$ cat config.mk
export PLATFORM = sky130hd
export DESIGN_NAME = mux_scan_sequencer
export DESIGN_NICKNAME = d
export VERILOG_FILES = /design/src/rtl/mux_scan_pkg.sv /design/src/rtl/mux_scan_sequencer.sv
export SDC_FILE = /design/constraint.sdc
export NUM_CORES = 1
export LEC_CHECK = 0
export ABC_CLOCK_PERIOD_IN_PS = 3840
export CAP_MARGIN = 20
export CORE_ASPECT_RATIO = 1.5
export CORE_MARGIN = 2
export CORE_UTILIZATION = 31
export DETAILED_ROUTE_END_ITERATION = 10
export PLACE_DENSITY = 0.68
export SYNTH_ARGS = -nofsm -noshare
export SYNTH_HDL_FRONTEND = slang
export SYNTH_SLANG_ARGS = --single-unit
$ cat constraint.sdc
create_clock -name clk -period 3.84 [get_ports clk]
set_clock_uncertainty 0.05 [all_clocks]
set_input_delay 0.96 -clock clk [delete_from_list [all_inputs] [get_ports clk]]
set_output_delay 0.96 -clock clk [all_outputs]
set_load 0.01 [all_outputs]
$ cat src/rtl/mux_scan_pkg.sv
// Shared types and constants for the mux scan sequencer: word/select widths,
// FSM state encoding and the scan start/end indices for either bit order.
package mux_scan_pkg;

  localparam int WIDTH = 16;
  localparam int SEL_W = 4;

  typedef enum logic {
    IDLE = 1'b0,
    RUN  = 1'b1
  } state_e;

  function automatic logic [SEL_W-1:0] START_IDX(input bit msb_first);
    return msb_first ? SEL_W'(WIDTH - 1) : '0;
  endfunction

  function automatic logic [SEL_W-1:0] END_IDX(input bit msb_first);
    return msb_first ? '0 : SEL_W'(WIDTH - 1);
  endfunction

endpackage

$ cat src/rtl/mux_scan_sequencer.sv
// Framed parallel-to-serial front end for the 16:1 selector: holds an accepted word
// on the selector bus and walks the select through all channels under valid/ready.
module mux_scan_sequencer #(
  parameter int WIDTH     = 16,
  parameter int SEL_W     = 4,
  parameter bit MSB_FIRST = 1'b0
) (
  input  logic             clk,
  input  logic             rst_n,
  input  logic             in_valid,
  output logic             in_ready,
  input  logic [WIDTH-1:0] in_data,
  output logic [WIDTH-1:0] mux_in,
  output logic [SEL_W-1:0] mux_sel,
  input  logic             mux_out,
  output logic             ser_valid,
  input  logic             ser_ready,
  output logic             ser_bit,
  output logic             ser_last,
  output logic             busy,
  output logic [7:0]       frame_cnt
);

  import mux_scan_pkg::*;

  localparam logic [SEL_W-1:0] START = SEL_W'(START_IDX(MSB_FIRST));
  localparam logic [SEL_W-1:0] STOP  = SEL_W'(END_IDX(MSB_FIRST));

  state_e           state_q, state_d;
  logic [WIDTH-1:0] mux_in_q, mux_in_d;
  logic [SEL_W-1:0] mux_sel_q, mux_sel_d;
  logic [7:0]       frame_cnt_q, frame_cnt_d;
  logic             last_beat;
  logic             accept;

  always_ff @(posedge clk or negedge rst_n) begin
    if (!rst_n) begin
      state_q     <= IDLE;
      mux_in_q    <= '0;
      mux_sel_q   <= '0;
      frame_cnt_q <= '0;
    end else begin
      state_q     <= state_d;
      mux_in_q    <= mux_in_d;
      mux_sel_q   <= mux_sel_d;
      frame_cnt_q <= frame_cnt_d;
    end
  end

  assign last_beat = (state_q == RUN) && (mux_sel_q == STOP);
  // Gated by rst_n so every output reads low while reset is held.
  assign in_ready  = rst_n && ((state_q == IDLE) || (last_beat && ser_ready));
  assign accept    = in_valid && in_ready;

  always_comb begin
    state_d     = state_q;
    mux_in_d    = mux_in_q;
    mux_sel_d   = mux_sel_q;
    frame_cnt_d = frame_cnt_q;
    if (state_q == RUN && ser_ready) begin
      if (last_beat) begin
        frame_cnt_d = frame_cnt_q + 8'd1;
        state_d     = IDLE;
      end else if (MSB_FIRST) begin
        mux_sel_d = mux_sel_q - SEL_W'(1);
      end else begin
        mux_sel_d = mux_sel_q + SEL_W'(1);
      end
    end
    // A load on the final beat overrides the return to IDLE: no bubble between frames.
    if (accept) begin
      mux_in_d  = in_data;
      mux_sel_d = START;
      state_d   = RUN;
    end
  end

  assign mux_in    = mux_in_q;
  assign mux_sel   = mux_sel_q;
  assign ser_valid = (state_q == RUN);
  assign busy      = (state_q == RUN);
  assign ser_last  = last_beat;
  assign ser_bit   = mux_out;
  assign frame_cnt = frame_cnt_q;

endmodule

==> flow_metrics.env, run 1 <==
export IMPL_synth_nets=125
export IMPL_synth_top_cells_by_area="dfrtp_1 (54%), mux2_4 (11%), mux2_2 (5.8%)"
export IMPL_maxSlewHeadroom_pct=55.4
export IMPL_place_inst=195
export IMPL_detail_route_vias_per_cell=4.98
export IMPL_root_buffer="clkbuf_8"
export IMPL_tritoncts="done"
export IMPL_synth_top_area_cell="dfrtp_1"
export IMPL_maxCapViolCount=0
export IMPL_die_x_um=58.0
export IMPL_setup_viol=0
export IMPL_htree_num_levels=2
export IMPL_ir_worst_vdd_v=0.000450
export IMPL_synth_cell_types=34
export IMPL_fin_area_um2=2000
export IMPL_antenna_found_initial=0
export IMPL_holdPathStages=1
export IMPL_hold_ws_ns=0.420
export IMPL_cp_depth=5
export IMPL_area_growth_pct=47.9
export IMPL_critPathSlowestCell="clkdlybuf4s50_1"
export IMPL_diodes=0
export IMPL_cts_sinks=29
export IMPL_fp_dieH_um=84.9
export IMPL_clk_path_buf_depth=2
export IMPL_cpLargestDelayFamily="buffers and inverters"
export IMPL_cp_common_cell="clkdlybuf4s50_1"
export IMPL_arrival_ns=2.56
export IMPL_grt_overflow_total=0
export IMPL_synth_seq_cells=29
export IMPL_period_share_pct=93.1
export IMPL_drc=0
export IMPL_min_period_ns=3.57
export IMPL_port_buffers=51
export IMPL_yosysTopAreaCellShare_pct=53.6
export IMPL_syn_area_per_cell_um2=13.3
export IMPL_grt_pass1_wl_um=5110
export IMPL_clock_latency_ns=0.27
export IMPL_place_area_um2=1890
export IMPL_syn_area_um2=1350
export IMPL_yosysSeqAreaShare_pct=53.6
export IMPL_grt_setup_unrepaired="no"
export IMPL_fp_row_count=29
export IMPL_routed_wl_um=3010
export IMPL_drt_iter0_markers=25
export IMPL_critPathBufInv=2
export IMPL_routedWlPerCell_um=14.8
export IMPL_finalSetupTns_ns=0
export IMPL_first_pass_iters=4
export IMPL_tightest_slew_ns=0.668
export IMPL_nets=179
export IMPL_grt_pass1_vias=1098
export IMPL_dieArea_um2=4920
export IMPL_cp_max_fo=7
export IMPL_cts_setup_buffers=0
export IMPL_clk_pin_slew_ns=0.06
export IMPL_drive_gt1_share_pct=18.5
export IMPL_startpoint_type="input port"
export IMPL_outcome="complete, no violations"
export IMPL_critPathRequiredTime_ns=2.83
export IMPL_n_fill_cell=406
export IMPL_p_leak_nw=0.867
export IMPL_ant_nets=0
export IMPL_crit_chain="clkdlybuf4s50_1 -> nand4_4 -> nand2_1 -> and2_1 -> clkdlybuf4s50_1"
export IMPL_synth_cells=102
export IMPL_end_kind="output port"
export IMPL_yosys_warnings=0
export IMPL_grt_max_degree=31
export IMPL_stdcell_count=203
export IMPL_globalRouteTotalUtil_pct=13.7
export IMPL_holdBufCountCts=0
export IMPL_hold_viol=0
export IMPL_place_gp_congestion=0.668
export IMPL_place_hpwl_um=2240
export IMPL_drv_slew=0
export IMPL_critical_path_class="input port to output port"
export IMPL_hp_class="flop to flop"
export IMPL_core_um2=4210
export IMPL_cts_buffers=5
export IMPL_ctsResizeCount=0
export IMPL_p_per_area_nw_per_um2=720
export IMPL_fmax_ghz=0.280
export IMPL_start_util_pct=32.2
export IMPL_slowest_delay_ns=0.65
export IMPL_reg2regPathDepth=4
export IMPL_pin_count=54
export IMPL_vias=1011
==> kinds of logic (layout without fill, tap and decap cells) <==
logic type / count (synthesis) / count (layout) / share of synthesized area [%]
simple gates: 28 / 28 / 12.1
compound gates: 10 / 10 / 5.82
flops: 29 / 29 / 53.6
fa+ha+maj: 2 / 2 / 1.85
xor+xnor: 8 / 8 / 5.18
mux: 18 / 18 / 17.7
buf+inv: 7 / 62 / 3.79
==> cells in the mapped netlist <==
cell / n
ha_1: 2
nand2_1: 10
and3_1: 2
mux2_2: 7
nor3_1: 1
a31oi_1: 1
a22o_1: 1
nand3_1: 4
nand4_1: 2
and2_1: 2
and3_2: 1
buf_2: 1
xor2_1: 3
mux2_4: 10
and4_1: 1
nor2_1: 1
or3_1: 1
nand4_4: 1
nand2b_1: 1
o211ai_1: 2
o21a_1: 1
o2bb2ai_1: 1
o22ai_1: 1
o21ai_0: 1
inv_1: 2
a21oi_4: 1
mux2i_1: 1
buf_12: 1
clkbuf_1: 1
xnor2_1: 5
buf_4: 2
dfrtp_1: 29
and4_2: 1
a21oi_1: 1
==> state kept, by name, indices dropped and copies added (netlist names) <==
name and count:
mux_sel 4, frame_cnt 8, busy 1, mux_in 16
==> power breakdown <==
| part | total, mW | switching (mW) | internal [mW] |
|---|---|---|---|
| registers | 0.531 | 0.111 | 0.420 |
| logic | 0.590 | 0.213 | 0.377 |
| clock network | 0.321 | 0.110 | 0.211 |
| total | 1.44 | 0.433 | 1.01 |
==> metal layers <==
metal,GRT usage [%],up-vias,part of all wire [%]
met4,6.34,0,0.40
met5,0,-,0
met3,3.96,2,5.5
met1,15.5,506,38
met2,23.1,37,57
li1,-,466,-
==> stage by stage <==
stage	setup WS, ns	total power, mW	utilization, %
2_1_floorplan	1.30	0.818	-
3_3_place_gp	0.289	1.11	44.8
3_5_place_dp	0.271	1.13	44.8
4_1_cts	0.260	1.47	47.6
5_1_grt	0.195	1.54	47.6
6_report	0.267	1.44	47.6
==> layout by cell type, fill, tap and decap left out, types with 2 or more instances in the layout <==
master           netlist  layout
clkdlybuf4s50_1        0      51
dfrtp_1               29      29
nand3_1                4       4
mux2_2                 7       7
and3_1                 2       2
o211ai_1               2       2
clkbuf_8               0       6
xnor2_1                5       5
inv_1                  2       2
xor2_1                 3       3
ha_1                   2       2
mux2_4                10      10
nand4_1                2       2
and2_1                 2       2
nand2_1               10      10
==> final cells by class <==
cell class	instances	area [µm²]	area share [%]
Clock buffer	7	86.3	4.31
Sequential cell	29	726	36.3
Multi-Input combinational cell	66	577	28.8
Clock inverter	1	30.0	1.50
Tap cell	46	57.6	2.88
Timing Repair Buffer	52	518	25.9
Inverter	2	7.51	0.375
==> worst paths after layout <==
kind	start	to	slack, ns
setup / recovery	ser_ready	in_ready	0.27
min in group asynchronous	rst_n	frame_cnt[1]$_DFFE_PN0P_	1.05
max in group asynchronous	rst_n	mux_sel[0]$_DFFE_PN0P_	2.39
hold reg to reg	frame_cnt[7]$_DFFE_PN0P_	frame_cnt[7]$_DFFE_PN0P_	0.42
setup reg to reg	mux_sel[0]$_DFFE_PN0P_	mux_in[10]$_DFFE_PN0P_	1.69
hold / removal	frame_cnt[7]$_DFFE_PN0P_	frame_cnt[7]$_DFFE_PN0P_	0.42
(Power assumes the default switching activity.)
==> run 2: changes to the inputs <==
--- a/config.mk
+++ b/config.mk
@@ -5,13 +5,14 @@
 export SDC_FILE = /design/constraint.sdc
 export NUM_CORES = 1
 export LEC_CHECK = 0
-export ABC_CLOCK_PERIOD_IN_PS = 3840
+export ABC_CLOCK_PERIOD_IN_PS = 4100
 export CAP_MARGIN = 20
 export CORE_ASPECT_RATIO = 1.5
 export CORE_MARGIN = 2
 export CORE_UTILIZATION = 31
 export DETAILED_ROUTE_END_ITERATION = 10
 export PLACE_DENSITY = 0.68
+export SKIP_CTS_REPAIR_TIMING = 1
 export SYNTH_ARGS = -nofsm -noshare
 export SYNTH_HDL_FRONTEND = slang
 export SYNTH_SLANG_ARGS = --single-unit
==> constraint.sdc (replaced) <==
create_clock -name clk -period 4.1 [get_ports clk]
set_clock_uncertainty 0.05 [all_clocks]
set_input_delay 1.025 -clock clk [delete_from_list [all_inputs] [get_ports clk]]
set_output_delay 1.025 -clock clk [all_outputs]
set_load 0.01 [all_outputs]
==> run 2 against run 1 <==
Final cell count unchanged. Combinational power decreased by 6.3%. Register-to-register slack improved by 0.25 ns. Die area unchanged. Sequential power decreased by 6.4%. Critical path depth unchanged. Global-route usage about the same. Via count unchanged. Worst hold slack improved by 0.00079 ns. Largest cell class unchanged. Largest power group unchanged.
==> flow_metrics.env, run 2 (synthesis results as in run 1) <==
export IMPL_total_power_mw=1.27
export IMPL_drv_slew=0
export IMPL_period_share_pct=90.4
export IMPL_setup_viol=0
export IMPL_hold_viol=0
export IMPL_ant_nets=0
export IMPL_vias=1011
export IMPL_tightest_slew_ns=0.700
export IMPL_seq_area_um2=726
export IMPL_finalSetupTns_ns=0
export IMPL_most_common_layout_cells="clkdlybuf4s50_1 (51), dfrtp_1 (29), nand2_1 (10), mux2_4 (10), mux2_2 (7)"
export IMPL_drive_gt1_share_pct=18.5
export IMPL_htree_num_levels=2
export IMPL_crit_chain="clkdlybuf4s50_1 -> nand4_4 -> nand2_1 -> and2_1 -> clkdlybuf4s50_1"
export IMPL_routed_wl_um=3020
export IMPL_arrival_ns=2.63
export IMPL_clk_path_buf_depth=2
export IMPL_fp_row_count=29
export IMPL_clk_pin_slew_ns=0.06
export IMPL_critPathRequiredTime_ns=3.02
export IMPL_cp_common_cell="clkdlybuf4s50_1"
export IMPL_comb_power_share_pct=43.5
export IMPL_fp_dieH_um=84.9
export IMPL_grt_max_degree=31
export IMPL_critPathSlowestCell="clkdlybuf4s50_1"
export IMPL_start_util_pct=32.2
export IMPL_core_um2=4210
export IMPL_final_common_cell="clkdlybuf4s50_1"
export IMPL_pin_count=54
export IMPL_drc=0
export IMPL_grt_overflow_total=0
export IMPL_cp_max_fo=7
export IMPL_cts_sinks=29
export IMPL_grt_pass1_wl_um=5160
export IMPL_p_int_mw=0.864
export IMPL_tritoncts="done"
export IMPL_largest_register_ffs=16
export IMPL_slowest_delay_ns=0.66
export IMPL_antenna_found_initial=0
export IMPL_power_switching_mw=0.407
export IMPL_p_seq_share_pct=39.1
export IMPL_p_leak_nw=0.854
export IMPL_critPathBufInv=2
export IMPL_die_x_um=58.0
export IMPL_grt_setup_unrepaired="no"
export IMPL_fmax_ghz=0.270
export IMPL_root_buffer="clkbuf_8"
export IMPL_port_buffers=51
export IMPL_maxCapViolCount=0
export IMPL_globalRouteTotalUtil_pct=13.7
export IMPL_routedWlPerCell_um=14.9
export IMPL_first_pass_iters=4
export IMPL_area_growth_pct=45.4
export IMPL_diodes=0
export IMPL_critical_path_class="input port to output port"
export IMPL_drt_iter0_markers=33
export IMPL_end_kind="output port"
export IMPL_multi_input_area_um2=577
export IMPL_clkPwrFrac_pct=17.4
export IMPL_nets=179
export IMPL_min_period_ns=3.71
export IMPL_detail_route_vias_per_cell=4.98
export IMPL_startpoint_type="input port"
export IMPL_place_gp_congestion=0.671
export IMPL_n_fill_cell=402
export IMPL_cts_buffers=5
export IMPL_hp_class="flop to flop"
export IMPL_place_hpwl_um=2190
export IMPL_p_per_area_nw_per_um2=646
export IMPL_grt_pass1_vias=1094
export IMPL_ir_worst_vdd_v=0.000411
export IMPL_cpLargestDelayFamily="buffers and inverters"
export IMPL_clock_latency_ns=0.28
export IMPL_switching_share_pct=32.0
export IMPL_maxSlewHeadroom_pct=53.2
export IMPL_outcome="complete, no violations"
export IMPL_dieArea_um2=4920
-- run 2: cell types whose count changed in the layout (fill, tap and decap cells not counted), sizes merged --
cell	before	now
clkinv	0	2
clkbuf	7	6
bufinv	1	0
-- run 2: final timing paths --
| kind | from | to | slack [ns] | cells past startpoint |
|---|---|---|---|---|
| max | ser_ready | in_ready | 0.39 | 5 |
| min | frame_cnt[7]$_DFFE_PN0P_ | frame_cnt[7]$_DFFE_PN0P_ | 0.42 | 1 |
| max reg2reg | mux_sel[0]$_DFFE_PN0P_ | mux_in[10]$_DFFE_PN0P_ | 1.94 | 4 |
| min reg2reg | frame_cnt[7]$_DFFE_PN0P_ | frame_cnt[7]$_DFFE_PN0P_ | 0.42 | 1 |
| max in group asynchronous | rst_n | mux_in[7]$_DFFE_PN0P_ | 2.60 | 2 |
| min in group asynchronous | rst_n | mux_sel[2]$_DFFE_PN0P_ | 1.12 | 2 |
-- run 2: worst reg2reg max path, cell delays in order (launching register included) --
cell	delay, ns
dfrtp_1	0.44
ha_1	0.36
nand4_4	0.16
a21oi_4	0.61
mux2_2	0.42
-- run 2: power groups by stage --
stage                     Sequential, mW  Combinational [mW]  Clock (mW)
after global routing               0.514               0.596       0.251
after CTS                          0.497               0.561       0.231
after detailed placement           0.499               0.558           0
after global placement             0.493               0.545           0
final                              0.497               0.553       0.221
after floorplan                    0.531               0.235           0
-- run 2: stage by stage --
stage | hold WS, ns | instance area, µm² | std cells | setup WS (ns) | util [%]
after floorplan | 0.458 | 1350 | 102 | 1.43 | -
after global placement | 0.413 | 1890 | 195 | 0.420 | 44.8
after detailed placement | 0.420 | 1890 | 195 | 0.393 | 44.8
after CTS | 0.429 | 1970 | 203 | 0.387 | 46.8
after global routing | 0.452 | 1970 | 203 | 0.318 | 46.8
final | 0.421 | 1970 | 203 | 0.392 | 46.8
-- run 2: routing by layer --
| metal | global-route usage [%] | share of wire (%) |
|---|---|---|
| met3 | 4.42 | 6.4 |
| met2 | 23.6 | 53 |
| met4 | 6.34 | 1.6 |
| met5 | 0 | 0 |
| met1 | 14.9 | 39 |
-- run 2: area by class of cell --
class,count,area share [%]
Tap cell,46,2.92
Timing Repair Buffer,52,26.3
Clock inverter,2,0.509
Sequential cell,29,36.9
Multi-Input combinational cell,66,29.3
Inverter,2,0.381
Clock buffer,6,3.69
